===== config.mk =====
export PLATFORM = sky130hd
export DESIGN_NAME = rf_wb_queue
export DESIGN_NICKNAME = d
export VERILOG_FILES = /design/src/rtl/rf_wb_queue_pkg.sv /design/src/rtl/rf_lane_align.sv /design/src/rtl/rf_wb_queue.sv
export SDC_FILE = /design/constraint.sdc
export NUM_CORES = 1
export LEC_CHECK = 0
export BUFFER_PORTS_ARGS = -buffer_cell sky130_fd_sc_hd__clkbuf_2
export CORE_MARGIN = 5
export CORE_UTILIZATION = 50
export DETAILED_ROUTE_END_ITERATION = 8
export HOLD_SLACK_MARGIN = 0.05
export PLACE_DENSITY = 0.86
export SYNTH_ARGS = -nofsm -noshare
export SYNTH_HDL_FRONTEND = slang
export SYNTH_SLANG_ARGS = --single-unit

===== constraint.sdc =====
create_clock -name i_clk -period 3.8 [get_ports i_clk]
set_input_delay 0.19 -clock i_clk [delete_from_list [all_inputs] [get_ports i_clk]]
set_output_delay 0.19 -clock i_clk [all_outputs]
set_load 0.03 [all_outputs]

===== src/rtl/rf_wb_queue_pkg.sv =====
// ---------------------------------------------------------------------------
// rf_wb_queue_pkg
// Shared definitions for the register-file write-back queue:
//   - register index width and register count
//   - load size encodings
//   - payload record stored per load-return queue entry
// ---------------------------------------------------------------------------
package rf_wb_queue_pkg;

  localparam int unsigned REG_IDX_W = 4;
  localparam int unsigned NUM_REGS  = 1 << REG_IDX_W;
  localparam int unsigned DATA_W    = 32;

  typedef enum logic [1:0] {
    LDSZ_BYTE = 2'b00,
    LDSZ_HALF = 2'b01,
    LDSZ_WORD = 2'b10,
    LDSZ_ILL  = 2'b11
  } ld_size_e;

  // Payload of one queued load; the valid bit lives in a separate vector so
  // it can be reset while the payload storage is not.
  typedef struct packed {
    logic [REG_IDX_W-1:0] rd;
    logic [3:0]           wen;
    logic [DATA_W-1:0]    data;
  } ldq_entry_t;

endpackage


===== src/rtl/rf_lane_align.sv =====
// ---------------------------------------------------------------------------
// rf_lane_align
// Purely combinational lane placement and byte-enable generation for a
// right-justified load return.
//   size_i     : load size (byte / half / word / illegal)
//   offset_i   : byte address bits [1:0]
//   data_i     : right-justified load data
//   wen_o      : per-byte write enables for the register file
//   din_o      : data placed on the lanes selected by wen_o
//   misalign_o : alignment violation or illegal size; wen_o is zero then
// ---------------------------------------------------------------------------
module rf_lane_align
  import rf_wb_queue_pkg::*;
(
  input  logic [1:0]        size_i,
  input  logic [1:0]        offset_i,
  input  logic [DATA_W-1:0] data_i,
  output logic [3:0]        wen_o,
  output logic [DATA_W-1:0] din_o,
  output logic              misalign_o
);

  // NOTE: every output gets a default before the case so no path leaves a
  // value unassigned; that is what keeps combinational logic latch-free.
  always_comb begin
    wen_o      = 4'h0;
    din_o      = data_i;
    misalign_o = 1'b0;
    case (ld_size_e'(size_i))
      // Replicating the item onto every lane puts it on the target lane
      // whatever the offset; lanes outside wen_o are ignored by the file.
      LDSZ_BYTE: begin
        din_o = {4{data_i[7:0]}};
        wen_o = 4'b0001 << offset_i;
      end
      LDSZ_HALF: begin
        din_o = {2{data_i[15:0]}};
        if (offset_i[0]) misalign_o = 1'b1;
        else             wen_o = offset_i[1] ? 4'hC : 4'h3;
      end
      LDSZ_WORD: begin
        if (offset_i != 2'b00) misalign_o = 1'b1;
        else                   wen_o = 4'hF;
      end
      default: misalign_o = 1'b1;
    endcase
  end

endmodule


===== src/rtl/rf_wb_queue.sv =====
// ---------------------------------------------------------------------------
// rf_wb_queue
// Register-file write-back arbiter. ALU results always win the single write
// port; load returns are written directly when the path is free (bypass) or
// parked in a small FIFO and drained in order. A younger ALU write to the
// same register kills any older pending load to it (WAW).
//
// Ports
//   i_clk, i_rst      clock, synchronous active-high reset
//   i_clk_en          global stall; low freezes all state and outputs
//   i_alu_*           ALU write request (valid / rd / data), always accepted
//   i_ld_*            load return (valid / rd / data / size / offset)
//   o_ld_ready        load handshake ready (queue not full)
//   o_waddr/o_wen/o_din/o_cs_b  registered register-file write port
//   o_pend_mask       per-register flag: a live load still targets it
//   o_ld_misalign     one-cycle pulse for a dropped misaligned/illegal load
// ---------------------------------------------------------------------------
module rf_wb_queue
  import rf_wb_queue_pkg::*;
#(
  parameter int unsigned LDQ_DEPTH = 2
) (
  input  logic                 i_clk,
  input  logic                 i_rst,
  input  logic                 i_clk_en,
  input  logic                 i_alu_valid,
  input  logic [REG_IDX_W-1:0] i_alu_rd,
  input  logic [DATA_W-1:0]    i_alu_data,
  input  logic                 i_ld_valid,
  input  logic [REG_IDX_W-1:0] i_ld_rd,
  input  logic [DATA_W-1:0]    i_ld_data,
  input  logic [1:0]           i_ld_size,
  input  logic [1:0]           i_ld_offset,
  output logic                 o_ld_ready,
  output logic [REG_IDX_W-1:0] o_waddr,
  output logic [3:0]           o_wen,
  output logic [DATA_W-1:0]    o_din,
  output logic                 o_cs_b,
  output logic [NUM_REGS-1:0]  o_pend_mask,
  output logic                 o_ld_misalign
);

  localparam int unsigned PTR_W = $clog2(LDQ_DEPTH);
  localparam logic [PTR_W:0] FULL_CNT = (PTR_W+1)'(LDQ_DEPTH);

  // Queue state
  logic [LDQ_DEPTH-1:0] valid_q, valid_d;
  ldq_entry_t           ent_q [LDQ_DEPTH];
  logic [PTR_W-1:0]     head_q, head_d, tail_q, tail_d;
  logic [PTR_W:0]       count_q, count_d;

  // Write port and status registers
  logic                 cs_b_q, cs_b_d;
  logic [3:0]           wen_q, wen_d;
  logic [REG_IDX_W-1:0] waddr_q, waddr_d;
  logic [DATA_W-1:0]    din_q, din_d;
  logic                 pres_ld_q, pres_ld_d;   // presented write is a load
  logic                 misalign_q, misalign_d;

  // Aligned view of the incoming load
  logic [3:0]        al_wen;
  logic [DATA_W-1:0] al_din;
  logic              al_misalign;

  rf_lane_align u_align (
    .size_i     (i_ld_size),
    .offset_i   (i_ld_offset),
    .data_i     (i_ld_data),
    .wen_o      (al_wen),
    .din_o      (al_din),
    .misalign_o (al_misalign)
  );

  logic full, empty, ld_fire, ld_ok, alu_hit_ld;
  logic head_live, head_dead, bypass, push, pop_wr, pop;

  assign full       = (count_q == FULL_CNT);
  assign empty      = (count_q == '0);
  assign o_ld_ready = !full;

  assign ld_fire    = i_ld_valid && o_ld_ready && i_clk_en;
  assign ld_ok      = ld_fire && !al_misalign;
  assign alu_hit_ld = i_alu_valid && (i_alu_rd == i_ld_rd);

  // A killed head is retired without a write, even in ALU cycles, so dead
  // entries never block the queue.
  assign head_live  = !empty && valid_q[head_q];
  assign head_dead  = !empty && !valid_q[head_q];
  assign pop_wr     = !i_alu_valid && head_live;
  assign pop        = pop_wr || head_dead;
  assign bypass     = ld_ok && !i_alu_valid && empty;
  // A load arriving alongside an ALU write to the same rd is already stale.
  assign push       = ld_ok && !bypass && !alu_hit_ld;

  // Write-port selection: ALU, else queue head, else bypass.
  always_comb begin
    cs_b_d    = 1'b1;
    wen_d     = 4'h0;
    waddr_d   = waddr_q;
    din_d     = din_q;
    pres_ld_d = 1'b0;
    if (i_alu_valid) begin
      cs_b_d  = 1'b0;
      wen_d   = 4'hF;
      waddr_d = i_alu_rd;
      din_d   = i_alu_data;
    end else if (pop_wr) begin
      cs_b_d    = 1'b0;
      wen_d     = ent_q[head_q].wen;
      waddr_d   = ent_q[head_q].rd;
      din_d     = ent_q[head_q].data;
      pres_ld_d = 1'b1;
    end else if (bypass) begin
      cs_b_d    = 1'b0;
      wen_d     = al_wen;
      waddr_d   = i_ld_rd;
      din_d     = al_din;
      pres_ld_d = 1'b1;
    end
  end

  // Queue bookkeeping: WAW kill, then pop, then push.
  always_comb begin
    valid_d = valid_q;
    for (int i = 0; i < LDQ_DEPTH; i++) begin
      if (i_alu_valid && valid_q[i] && (ent_q[i].rd == i_alu_rd))
        valid_d[i] = 1'b0;
    end
    if (pop)  valid_d[head_q] = 1'b0;
    if (push) valid_d[tail_q] = 1'b1;

    head_d  = pop  ? head_q + 1'b1 : head_q;
    tail_d  = push ? tail_q + 1'b1 : tail_q;
    count_d = count_q;
    if (push && !pop)      count_d = count_q + 1'b1;
    else if (!push && pop) count_d = count_q - 1'b1;

    misalign_d = ld_fire && al_misalign;
  end

  // NOTE: sequential state uses non-blocking assignments so every register
  // samples the pre-edge values regardless of statement order.
  always_ff @(posedge i_clk) begin
    if (i_rst) begin
      valid_q    <= '0;
      head_q     <= '0;
      tail_q     <= '0;
      count_q    <= '0;
      cs_b_q     <= 1'b1;
      wen_q      <= 4'h0;
      waddr_q    <= '0;
      din_q      <= '0;
      pres_ld_q  <= 1'b0;
      misalign_q <= 1'b0;
    end else if (i_clk_en) begin
      valid_q    <= valid_d;
      head_q     <= head_d;
      tail_q     <= tail_d;
      count_q    <= count_d;
      cs_b_q     <= cs_b_d;
      wen_q      <= wen_d;
      waddr_q    <= waddr_d;
      din_q      <= din_d;
      pres_ld_q  <= pres_ld_d;
      misalign_q <= misalign_d;
    end
  end

  // NOTE: payload storage has no reset; the reset valid bits alone decide
  // whether an entry means anything.
  always_ff @(posedge i_clk) begin
    if (i_clk_en && push) begin
      ent_q[tail_q] <= '{rd: i_ld_rd, wen: al_wen, data: al_din};
    end
  end

  // Pending mask: live queue entries plus a load currently on the port.
  always_comb begin
    o_pend_mask = '0;
    for (int i = 0; i < LDQ_DEPTH; i++) begin
      if (valid_q[i]) o_pend_mask[ent_q[i].rd] = 1'b1;
    end
    if (pres_ld_q) o_pend_mask[waddr_q] = 1'b1;
  end

  assign o_cs_b        = cs_b_q;
  assign o_wen         = wen_q;
  assign o_waddr       = waddr_q;
  assign o_din         = din_q;
  assign o_ld_misalign = misalign_q;

endmodule


-- Yosys cells after proc, flatten, opt, wreduce, memory -nomap -nowiden
Memory sizes are Yosys's and may differ from the RTL's. A register that Yosys moved wholly into a read port is not among the register bits.
Index checks and enable logic that the tools add are counted.
- word-level logic and storage cells: 128
- memories kept: 1
- input bits: 81
- register bits after elaboration: 49
- memory bits (writable): 80
- memories (name ; words ; bits a word ; read ports ; clocked after memory_dff ; write ports ; line ; RTL):
    ent_q ; 2 ; 40 ; 3 ; 1 ; 1 ; rf_wb_queue.sv:48 ; ldq_entry_t ent_q [LDQ_DEPTH];
- add/sub/neg operators: 4
- $lt $le $gt $ge: 10
- reduce and logical (&&, ||, !) cells: 43
- muxes and demuxes: 48
- bitwise gates (word level): 5
- shift operators: 1
- eq/ne operators: 6
- operator list (kind ; number):
    2-to-1 mux 32 bit ; 3
    one-hot mux 32 bit (2 select lines) ; 1
    2-to-1 mux 16 bit ; 3
    2-to-1 mux 4 bit ; 9
    bitwise OR 16 bit ; 2
    logical AND 1 bit ; 24
    2-to-1 mux 1 bit ; 21
    less-than comparator 4 x 5 -> 1 bit (second input constant) ; 3
    demux 1 bit (select 4 bit) ; 3
    == test 4 bit ; 3
    >= comparator 4 x 1 -> 1 bit (second input constant) ; 3
    one-hot mux 4 bit (3 select lines) ; 1
    zero test 1 bit ; 9
    2-to-1 mux 2 bit ; 4
    AND reduction 2 bit ; 4
    == test 2 bit (second input constant) ; 2
    zero test 2 bit ; 2
    less-than comparator 1 x 2 -> 1 bit (second input constant) ; 2
    nonzero test 2 bit ; 2
    << shifter 1 x 2 -> 4 bit (first input constant) ; 1
    one-hot mux 1 bit (3 select lines) ; 1
    nonzero test 3 bit ; 1
    adder 1 bit (second input constant) ; 2
    adder 2 x 1 -> 2 bit (second input constant) ; 1
    other kinds (8) ; 10

-- Logic depth before layout (Yosys ltp)
Gate-level depths: netlist of the first run.
- depth in word-level cells: 14
- depth in mapped cells: 10

-- Modules after synthesis
Synthesis of the first run repeated with hierarchy kept, for this count alone.
- cell total of the unflattened synthesis: 621
- area total of the unflattened synthesis: 6578.8 µm²
- by module, submodules not included (module ; area each (µm²) ; seq. area each (µm²) ; times used ; cells each):
    rf_wb_queue ; 6060.8 ; 3403.3 ; 1 ; 556
    rf_lane_align ; 518.0 ; 0.0 ; 1 ; 65

-- Worst setup path after synthesis of the first run
OpenSTA, ideal clock, no wires.
- kind: in2reg
- start point: input port i_ld_offset[0]
- end point: memory ent_q[0][0] (netlist name) (enable)
- slack: 0.472 ns
- required time: 3.362 ns
- library setup time: 0.438 ns
- arrival: 2.890 ns
- stages: 5
- cells stage by stage: buf_6 or3_4 a211oi_1 o211ai_1 nor2_1
- longest elaborated chain between the ends: 13
- elaborated cells between the ends (all ways): 14
- those cells by class: 5 x mux; 9 x reduce/logical
- RTL lines (element ; line ; RTL):
    start: declaration ; rf_wb_queue.sv:33 ; input logic [1:0] i_ld_offset,
    nonzero test 2 bit ; rf_lane_align.sv:42 ; if (offset_i != 2'b00) misalign_o = 1'b1;
    2-to-1 mux 1 bit ; rf_lane_align.sv:42 ;
    one-hot mux 1 bit (3 select lines) * ; rf_lane_align.sv:29 ; case (ld_size_e'(size_i))
    zero test 1 bit * ; rf_wb_queue.sv:82 ; assign ld_ok = ld_fire && !al_misalign;
    logical AND 1 bit * ; rf_wb_queue.sv:82 ;
    logical AND 1 bit (2 in a row) ; rf_wb_queue.sv:91 ; assign bypass = ld_ok && !i_alu_valid && empty;
    zero test 1 bit ; rf_wb_queue.sv:93 ; assign push = ld_ok && !bypass && !alu_hit_ld;
    logical AND 1 bit * (2 in a row) ; rf_wb_queue.sv:93 ;
    logical AND 1 bit * ; rf_wb_queue.sv:172 ; if (i_clk_en && push) begin
    2-to-1 mux 1 bit * ; rf_wb_queue.sv:172 ;
    2-to-1 mux 1 bit (not written as such) * ; rf_wb_queue.sv:173 ; ent_q[tail_q] <= '{rd: i_ld_rd, wen: al_wen, data: al_din};
    end: declaration ; rf_wb_queue.sv:48 ;
Every way passes the cells marked *; elsewhere a longest branch is shown, timed or not.

-- Final worst setup path of the first run
- start point: input port i_ld_rd[2]
- end point: register count_q[1]
- longest elaborated chain between the ends: 8
- elaborated cells between the ends (all ways): 10
- those cells by class: 1 x eq/ne; 1 x mux; 8 x reduce/logical
- RTL lines (element ; line ; RTL):
    start: declaration ; rf_wb_queue.sv:30 ; input logic [REG_IDX_W-1:0] i_ld_rd,
    == test 4 bit * ; rf_wb_queue.sv:83 ; assign alu_hit_ld = i_alu_valid && (i_alu_rd == i_ld_rd);
    logical AND 1 bit * ; rf_wb_queue.sv:83 ;
    zero test 1 bit * ; rf_wb_queue.sv:93 ;
    logical AND 1 bit * ; rf_wb_queue.sv:93 ;
    zero test 1 bit ; rf_wb_queue.sv:136 ; else if (!push && pop) count_d = count_q - 1'b1;
    logical AND 1 bit ; rf_wb_queue.sv:136 ;
    nonzero test 2 bit (no line) ; -- ;
    AND reduction 2 bit (no line) ; -- ;
    end signal: assignment ; rf_wb_queue.sv:159 ; count_q <= count_d;
    end: declaration ; rf_wb_queue.sv:50 ; logic [PTR_W:0] count_q, count_d;
Marked as above.
A chain may end at the register's enable or synchronous reset.

==> results, run 1 <==
- The run finished with clean final reports.
- Counting flops with a built-in enable in the synthesized netlist gives 80.
- The setup TNS is 0 ns.
- Between clock sinks in the finished design, the worst skew comes to a little under 0.008 ns.
- Max-cap violations in this run came to 0.
- The wire length of the first global-routing pass is 30.2 mm.
- The final hold slack is between 0.04 and 0.05 ns.
- The total congestion overflow is 0.
- Clock latency on the worst-skew pair, taken at its later pin, is about 0.42 ns.
- Data on the critical path is required at its endpoint by roughly 4.1 ns.
- In the synthesized netlist the async set-or-reset flop fraction comes to 0.
- The global-route usage over all layers is 0.256.
- The endpoint type of the worst setup path is a register.
- Counting instances, the worst hold path has a depth of 3.
- The starting density of the core is 0.513.
- Summed over all cells, the static leakage comes to approximately 3 nW.
- Of the cells placed in the final design, the portion with a size suffix greater than 1 is 0.280.
- The total of fill cells in the finished design is roughly 930.
- The dominant cell type by area after synthesis is edfxtp_1.
- The power per cell area is ~550 nW/um^2.
- The remaining max-slew budget at the tightest pin is 0.231.
- During synthesis, Yosys emitted a total of 0 warnings.
- The compound-gate portion of the synthesized area is 0.153.
- The die is 124 um wide.
- Once the clock tree was built, the resizer swapped 0 gates to a different size.
- The post-route clock period utilization is 0.659.
- The total setup buffers inserted after CTS is 0.
- The signal on the critical path passes through dlygate4sd3_1, clkbuf_2, xnor2_1, nand3_1, o211ai_1, inv_1, ha_1, nor2b_1, nand2_1, xor2_1, nor2_1.
- The data arrival time at the worst-slack endpoint is between 2 and 3 ns.
- The total length of routed wires is roughly 19 mm.
- Setup slack on the worst reg-to-reg path comes out at 1.31 ns.
- The number of clock buffers added by TritonCTS is 17.
- The mux contribution to synthesized area is 0.107.
- Synthesis instantiated 48 different standard cells from the library.
- The floorplan step defined a core boundary enclosing 12,700 sq um.
- The maximum achievable frequency is between 300 and 400 MHz.
- After synthesis, the cell types taking the most area are edfxtp_1 (37%), dfxtp_1 (15%), mux2i_1 (7.1%).
- The fraction of the mapped netlist area in adder cells is 0.00193.
- The clock transition at the registers of the reported paths is 0.05 ns.
- In this run the most critical hold path is launched from i_alu_data[3].
- After the last flow step, the layout net total stands at 833.
- The sequential-to-total area share from yosys stat is 0.524.
- The longest clock path from root to sink contains 2 buffers.
- The slowest library cell on the worst path is o211ai_1.
- The worst-case IR drop observed on VDD is 0.333 mV.
- The die covers ~15,000 sq um.
- Synthesis produced approximately 620 cells.
- The cell count of the worst reg-to-reg path is 9.
- The hold violation count in the final report is 0.
- Detailed placement ended at an HPWL of between 10 and 15 mm.
- The vias per cell is about 6.3.
- The area share of the largest cell type after synthesis is 0.370.
- For this run, the leading register cell type out of synthesis is edfxtp_1.
- The detailed-route wire length per cell is between 20 and 25 um.
- The placed cell area is 7300 sq um.
- The synthesized net count is roughly 700.
- The measured slew at the worst slew-check pin is about 1.2 ns.
- In this run the worst path has a maximum fanout of 6.
- The stage delay of the slowest cell on the critical path is about 0.67 ns.
- Of the total synthesized cell area, the portion taken by AND, OR, NAND and NOR gates is 0.152.
- The residual DRC count is 0.
- The post-route cell area is a little over 8000 sq um.
- For this design the top-level I/O count stands at between 100 and 150.
- In this run, the number of DRC markers left after iteration 0 of detailed routing was roughly 600.
- For hold timing, the worst endpoint is o_din[3].
- The worst setup path is launched from an input port.
- Of the total synthesized cell area, the portion taken by XOR and XNOR cells is 0.0229.
- The clock tree from TritonCTS is done.
- The number of endpoints failing setup at the final stage is 0.
- The H-tree level count is 4.
- The number of detailed-route iterations in the first pass is 7.
- The tightest min-delay check is of the input port to register type.
- The remaining number of nets flagged by the antenna check after routing is 0.
- The initial antenna violation count is 0.
- The worst register-to-register path begins at count_q[1].
- The area occupied by multi-input gates is 2870 sq um.
- The final number of max-transition violations is 0.
- The worst register-to-register path ends at count_q[1].
- The placer's final routability congestion estimate is 0.881.
- The combinational family with the most area after synthesis is compound AO/OA/AOI/OAI gates.
- Summing over every cut layer, the via total after detailed routing is a little under 6,000.
- The summed instance area of the synthesized netlist is between 6000 and 7000 sq um.
- The number of global-route vias before repair was just under 6,000.
- Port buffering added around 140 buffers.
- Synthesis inferred 130 register bits.
- The kind of cell adding the most delay to the critical path is buffers and inverters.
- The clock period could shrink to 2.50 ns.
- The chip height is approximately 120 um.
- The initialized floorplan defines just over 40 standard-cell rows.
- Registers take ~3400 sq um.
- The layout overhead on the synthesized area is 24.4%.
- The number of antenna repair diodes is 0.
- The number of stages on the worst setup path is 11.
- Leaving out fill and tap cells, the most frequent cell in the layout is clkbuf_2.
- The largest net degree at the start of global routing is 52.
- The clock sink count is 130.
- For this run, the share of the core covered by cells in the final layout is 0.638.
- Tracing the worst setup path back leads to its startpoint at i_ld_rd[2].
- The critical setup path kind is input port to register.
- Setup repair after global routing left no endpoint under its margin.
- The tree is rooted in a clkbuf_16.
- In the layout the commonest cells are clkbuf_2 (139), edfxtp_1 (80), nand2_1 (71).
- The average instance area after synthesis is roughly 11 sq um.
- The number of hold buffers added after CTS is 22.
- Together, buffers and inverters on the worst path number 3.
## worst max-delay path by stage
stage                         to  slack, ns
floorplan            ent_q[0][0]       0.47
global placement     ent_q[0][5]       1.29
detailed placement  ent_q[0][20]       1.14
global route          count_q[1]       1.11
CTS                   count_q[1]       1.32
finish                count_q[1]       1.30
## synth_stat cells, types with 2 or more instances
cell	number
nor3b_1	5
or2_2	2
a21oi_1	3
nor2b_1	8
nand4_1	13
o311ai_0	2
nor3_1	59
a211oi_1	4
dfxtp_1	50
buf_1	3
edfxtp_1	80
a221oi_1	3
nor2_1	23
xnor2_1	12
a22oi_1	9
inv_1	7
o31ai_1	2
xor2_1	5
buf_2	6
nand2b_1	3
mux2i_1	46
nand3_1	7
nand2_1	71
and3b_1	2
or3b_2	2
a32oi_1	7
and3_1	3
o21ai_0	19
o22ai_1	2
a31oi_1	28
clkbuf_1	47
o211ai_1	11
o21bai_1	2
mux2_2	21
a311oi_1	36
## sequential cells by signal, indices dropped and copies added (netlist names), named ones only
register / cells
tail_q: 1
count_q: 2
head_q: 1
o_waddr: 4
o_ld_misalign: 1
o_din: 32
pres_ld_q: 1
valid_q: 2
o_cs_b: 1
ent_q: 80
o_wen: 4
## metal layers
| layer | routed length [um] | up-vias | GRT usage |
|---|---|---|---|
| met3 | 1790 | 61 | 0.0518 |
| met4 | 743 | 0 | 0.120 |
| met5 | 0 | - | 0 |
| met1 | 7410 | 2778 | 0.319 |
| met2 | 9430 | 407 | 0.428 |
| li1 | - | 2643 | - |
## area by class of cell
class,instances,share of cell area
Sequential cell,130,0.421
Multi-Input combinational cell,422,0.355
Timing Repair Buffer,173,0.124
Clock buffer,21,0.0596
Tap cell,172,0.0266
Clock inverter,10,0.0102
Inverter,7,0.00325
## metrics by stage
step	setup WS, ns	power (W)	cells
2_1_floorplan	0.472	0.00254	616
3_3_place_gp	1.29	0.00282	882
3_5_place_dp	1.14	0.00286	882
4_1_cts	1.32	0.00439	935
5_1_grt	1.11	0.00457	935
6_report	1.30	0.00440	935
## power by group
| group | internal, W | leakage [nW] | switching [W] |
|---|---|---|---|
| combinational | 0.000408 | 1.59 | 0.000678 |
| sequential | 0.00163 | 1.14 | 0.000159 |
| clock | 0.000959 | 0.267 | 0.000573 |
## worst reg2reg max path, cell delays in order, from the launching register on
cell	delay, ns
dfxtp_1	0.44
nor2b_1	0.44
a211oi_1	0.14
o211ai_1	0.40
inv_1	0.10
ha_1	0.31
nor2b_1	0.20
nand2_1	0.10
xor2_1	0.15
nor2_1	0.05
## cells by family (layout without fill, tap and decap cells)
kind of cell	count (synthesis)	in the layout
adders and majority gates	1	1
AOI/OAI and AO/OA	133	133
and+or+nand+nor	204	204
xor gates and xnor gates	17	17
muxes	67	67
buffers and inverters	64	211
DFF	130	130
Note: power is estimated with default switching activity, not from simulation.
==> inputs of run 2 (changes only) <==
Clock period 3.8 ns to 2.6 ns, I/O delays scaled along.
==> run 2 against run 1 <==
  * Via count is 3.0% higher
  * Worst setup slack worse by 0.98 ns
  * Design area is 4.4% higher
  * Clock skew is 0.00076 ns lower
  * Non-clock buffer count is 30 higher
  * Critical endpoint is now o_din[28]
  * Largest power group unchanged
==> results, run 2 (synthesis gave the netlist of run 1 again) <==
- The run finished with clean final reports.
- Walking the worst path, the cells encountered are o21bai_2, nor2_1, o21ai_0, a311oi_1.
- The clock sink count is 130.
- The most frequent standard cell in the layout excluding fill and tap cells is clkbuf_2.
- The post-route cell area is ~8400 sq um.
- In this run the worst path has a maximum fanout of 14.
- In the final layout, the multi-input gates occupy approximately 2900 sq um.
- The die covers about 15,000 sq um.
- The register with the most flip-flops in the final layout is ent_q.
- The worst path buffer plus inverter count is 0.
- The worst register-to-register path has a depth of 4.
- The stage delay of the slowest cell on the critical path is 0.79 ns.
- The post-route clock period utilization is 0.878.
- The endpoint type of the worst setup path is a register.
- The number of primary I/O pins is 140.
- The vias per cell is around 6.3.
- Between clock sinks in the finished design, the worst skew comes to a little under 0.007 ns.
- The number of stages on the worst setup path is 4.
- The data required time of the critical path is roughly 2.9 ns.
- Setup repair after global routing left no endpoint under its margin.
- The total length of routed wires is between 20 and 25 mm.
- The number of endpoints failing setup at the final stage is 0.
- The clock tree from TritonCTS is done.
- Detailed routing inserted a total of ~6,100 vias.
- Summed over all nets, the half-perimeter wirelength after detailed placement is between 10 and 15 mm.
- The number of global-route vias before repair is roughly 6,100.
- The total of cells resized after clock tree synthesis is 0.
- The first-iteration detailed-routing DRC count is 614.
- For this configuration, the core starts out at a cell density of 0.513.
- The remaining max-slew budget at the tightest pin is 0.305.
- For this run the aggregate overflow at the end of global routing stands at 0.
- At the pin with the least slew margin, the transition time is approximately 1.0 ns.
- The initial antenna violation count came to 0.
- Of the cells placed in the final design, the portion with a size suffix greater than 1 is 0.282.
- The first TritonRoute pass finished after 6 iterations.
- The final number of max-transition violations is 0.
- IR analysis of the VDD net gives a maximum drop of about 0.56 mV.
- The flip-flop count of the largest register after layout is 80.
- The slowest library cell on the worst path is nor2_1.
- The maximum buffer depth of the clock tree is 2.
- The placed cell area is approximately 7400 sq um.
- In this run the standard cell core region covers about 13,000 sq um.
- The total placed cells including tap cells is around 900.
- The critical setup path kind is register to register.
- Timing would allow up to around 440 MHz.
- Hold timing on the final database bottoms out at a slack of between 0.06 and 0.07 ns.
- The final critical delay including setup and external delays is about 2.3 ns.
- Dividing total power by cell area gives a power density of roughly 800 nW/um^2.
- After detailed routing, the number of remaining DRC violations is 0.
- The net count of the finished layout is about 860.
- The chip height is 124 um.
- The tool flagged a number of max-cap violations equal to 0.
- The placer's final routability congestion estimate is ~0.86.
- Of the total power, the share spent switching nets is 0.317.
- The H-tree level count is 4.
- The portion of total power attributed to combinational logic is 0.255.
- The tightest min-delay check is of the input port to register type.
- STA classifies the critical path startpoint as a register.
- The number of antenna repair diodes is 0.
- For the worst setup path, the data arrival time is approximately 2.6 ns.
- Cell internal power was estimated by the tool at 0.00463 W.
- The layout has 938 filler cells.
- The largest net degree at the start of global routing is 40.
- After the flow finishes, the layout carries non-filler instances totaling approximately 970.
- The analysis attributes to cell leakage a power of about 3.2 nW.
- The CTS root buffer is clkbuf_16.
- The number of clock buffers added by TritonCTS is 17.
- The detailed-route wire length per cell is between 20 and 25 um.
- The clock transition at the registers of the reported paths is approximately 0.06 ns.
- Summing all flip-flop and latch instances after layout gives about 3400 sq um.
- The share of total power in the clock network is 0.365.
- Of the total power, registers draw 0.380.
- The x dimension of the die is 124 um.
- The wire length of the first global-routing pass is between 30 and 40 mm.
- The hold violation count in the final report was 0.
- The top cell types in the final layout, fill and taps aside, are clkbuf_2 (139), edfxtp_1 (80), nand2_1 (71).
- The layout overhead on the synthesized area is 29.8%.
- The detail route stage leaves a number of antenna-violating nets equal to 0.
- The global-route usage over all layers is 0.279.
- At the later pin of the worst-skew pair, clock insertion delay measures between 0.4 and 0.5 ns.
- The number of rows created at floorplan is between 40 and 50.
- On the critical path the largest part of the delay comes from compound AO/OA/AOI/OAI gates.
- The instance count along the most critical hold path is 1.
- In the final timing run, aggregate negative setup slack is 0 ns.
- During placement, the flow inserted port buffers numbering roughly 140.
- The power spent charging and discharging nets is around 0.0021 W.
run 2: cell count changes in the layout (fill, tap and decap cells not counted), sizes merged:
cell,delta
buf,+9
bufinv,+3
clkbuf,-1
clkinv,+1
clkinvlp,-2
dlygate4sd3,+21
run 2: final timing paths:
kind / slack (ns) / end / start
worst max-delay path: 0.32 / o_din[28] / count_q[0]
worst min-delay path: 0.06 / ent_q[0][1] / i_ld_data[1]
worst max register to register: 0.32 / o_din[28] / count_q[0]
worst min register to register: 0.49 / o_wen[2] / o_wen[2]
run 2: timing repair:
action	CTS	global route
endpoints found under the hold margin	54	0
hold buffers	43	0
buffers inserted	0	1
endpoints found under the setup margin	0	1
run 2: stage by stage:
stage          utilization  setup WS (ns)  total power, W
2_1_floorplan            -        -0.0332         0.00371
3_3_place_gp         0.583          0.349         0.00416
3_5_place_dp         0.583          0.171         0.00421
4_1_cts              0.665         0.0880         0.00673
5_1_grt              0.666          0.183         0.00702
6_report             0.666          0.317         0.00677
run 2: cell type report:
| type | count | area share |
|---|---|---|
| Clock buffer | 20 | 0.0530 |
| Multi-Input combinational cell | 422 | 0.340 |
| Sequential cell | 130 | 0.404 |
| Inverter | 7 | 0.00312 |
| Timing Repair Buffer | 203 | 0.155 |
| Clock inverter | 12 | 0.0193 |
| Tap cell | 172 | 0.0255 |
run 2: per-layer routing:
metal,up-vias,share of wire,global-route usage
met5,-,0,0
met4,0,0.039,0.129
met3,60,0.10,0.0663
met2,414,0.49,0.464
met1,2896,0.37,0.343
li1,2697,-,-
run 2: power groups by stage:
stage          Sequential (W)  Clock, W  Combinational, W
4_1_cts               0.00257   0.00247           0.00169
6_report              0.00258   0.00247           0.00173
3_5_place_dp          0.00261         0           0.00160
5_1_grt               0.00260   0.00259           0.00184
2_1_floorplan         0.00267         0           0.00105
3_3_place_gp          0.00259         0           0.00157
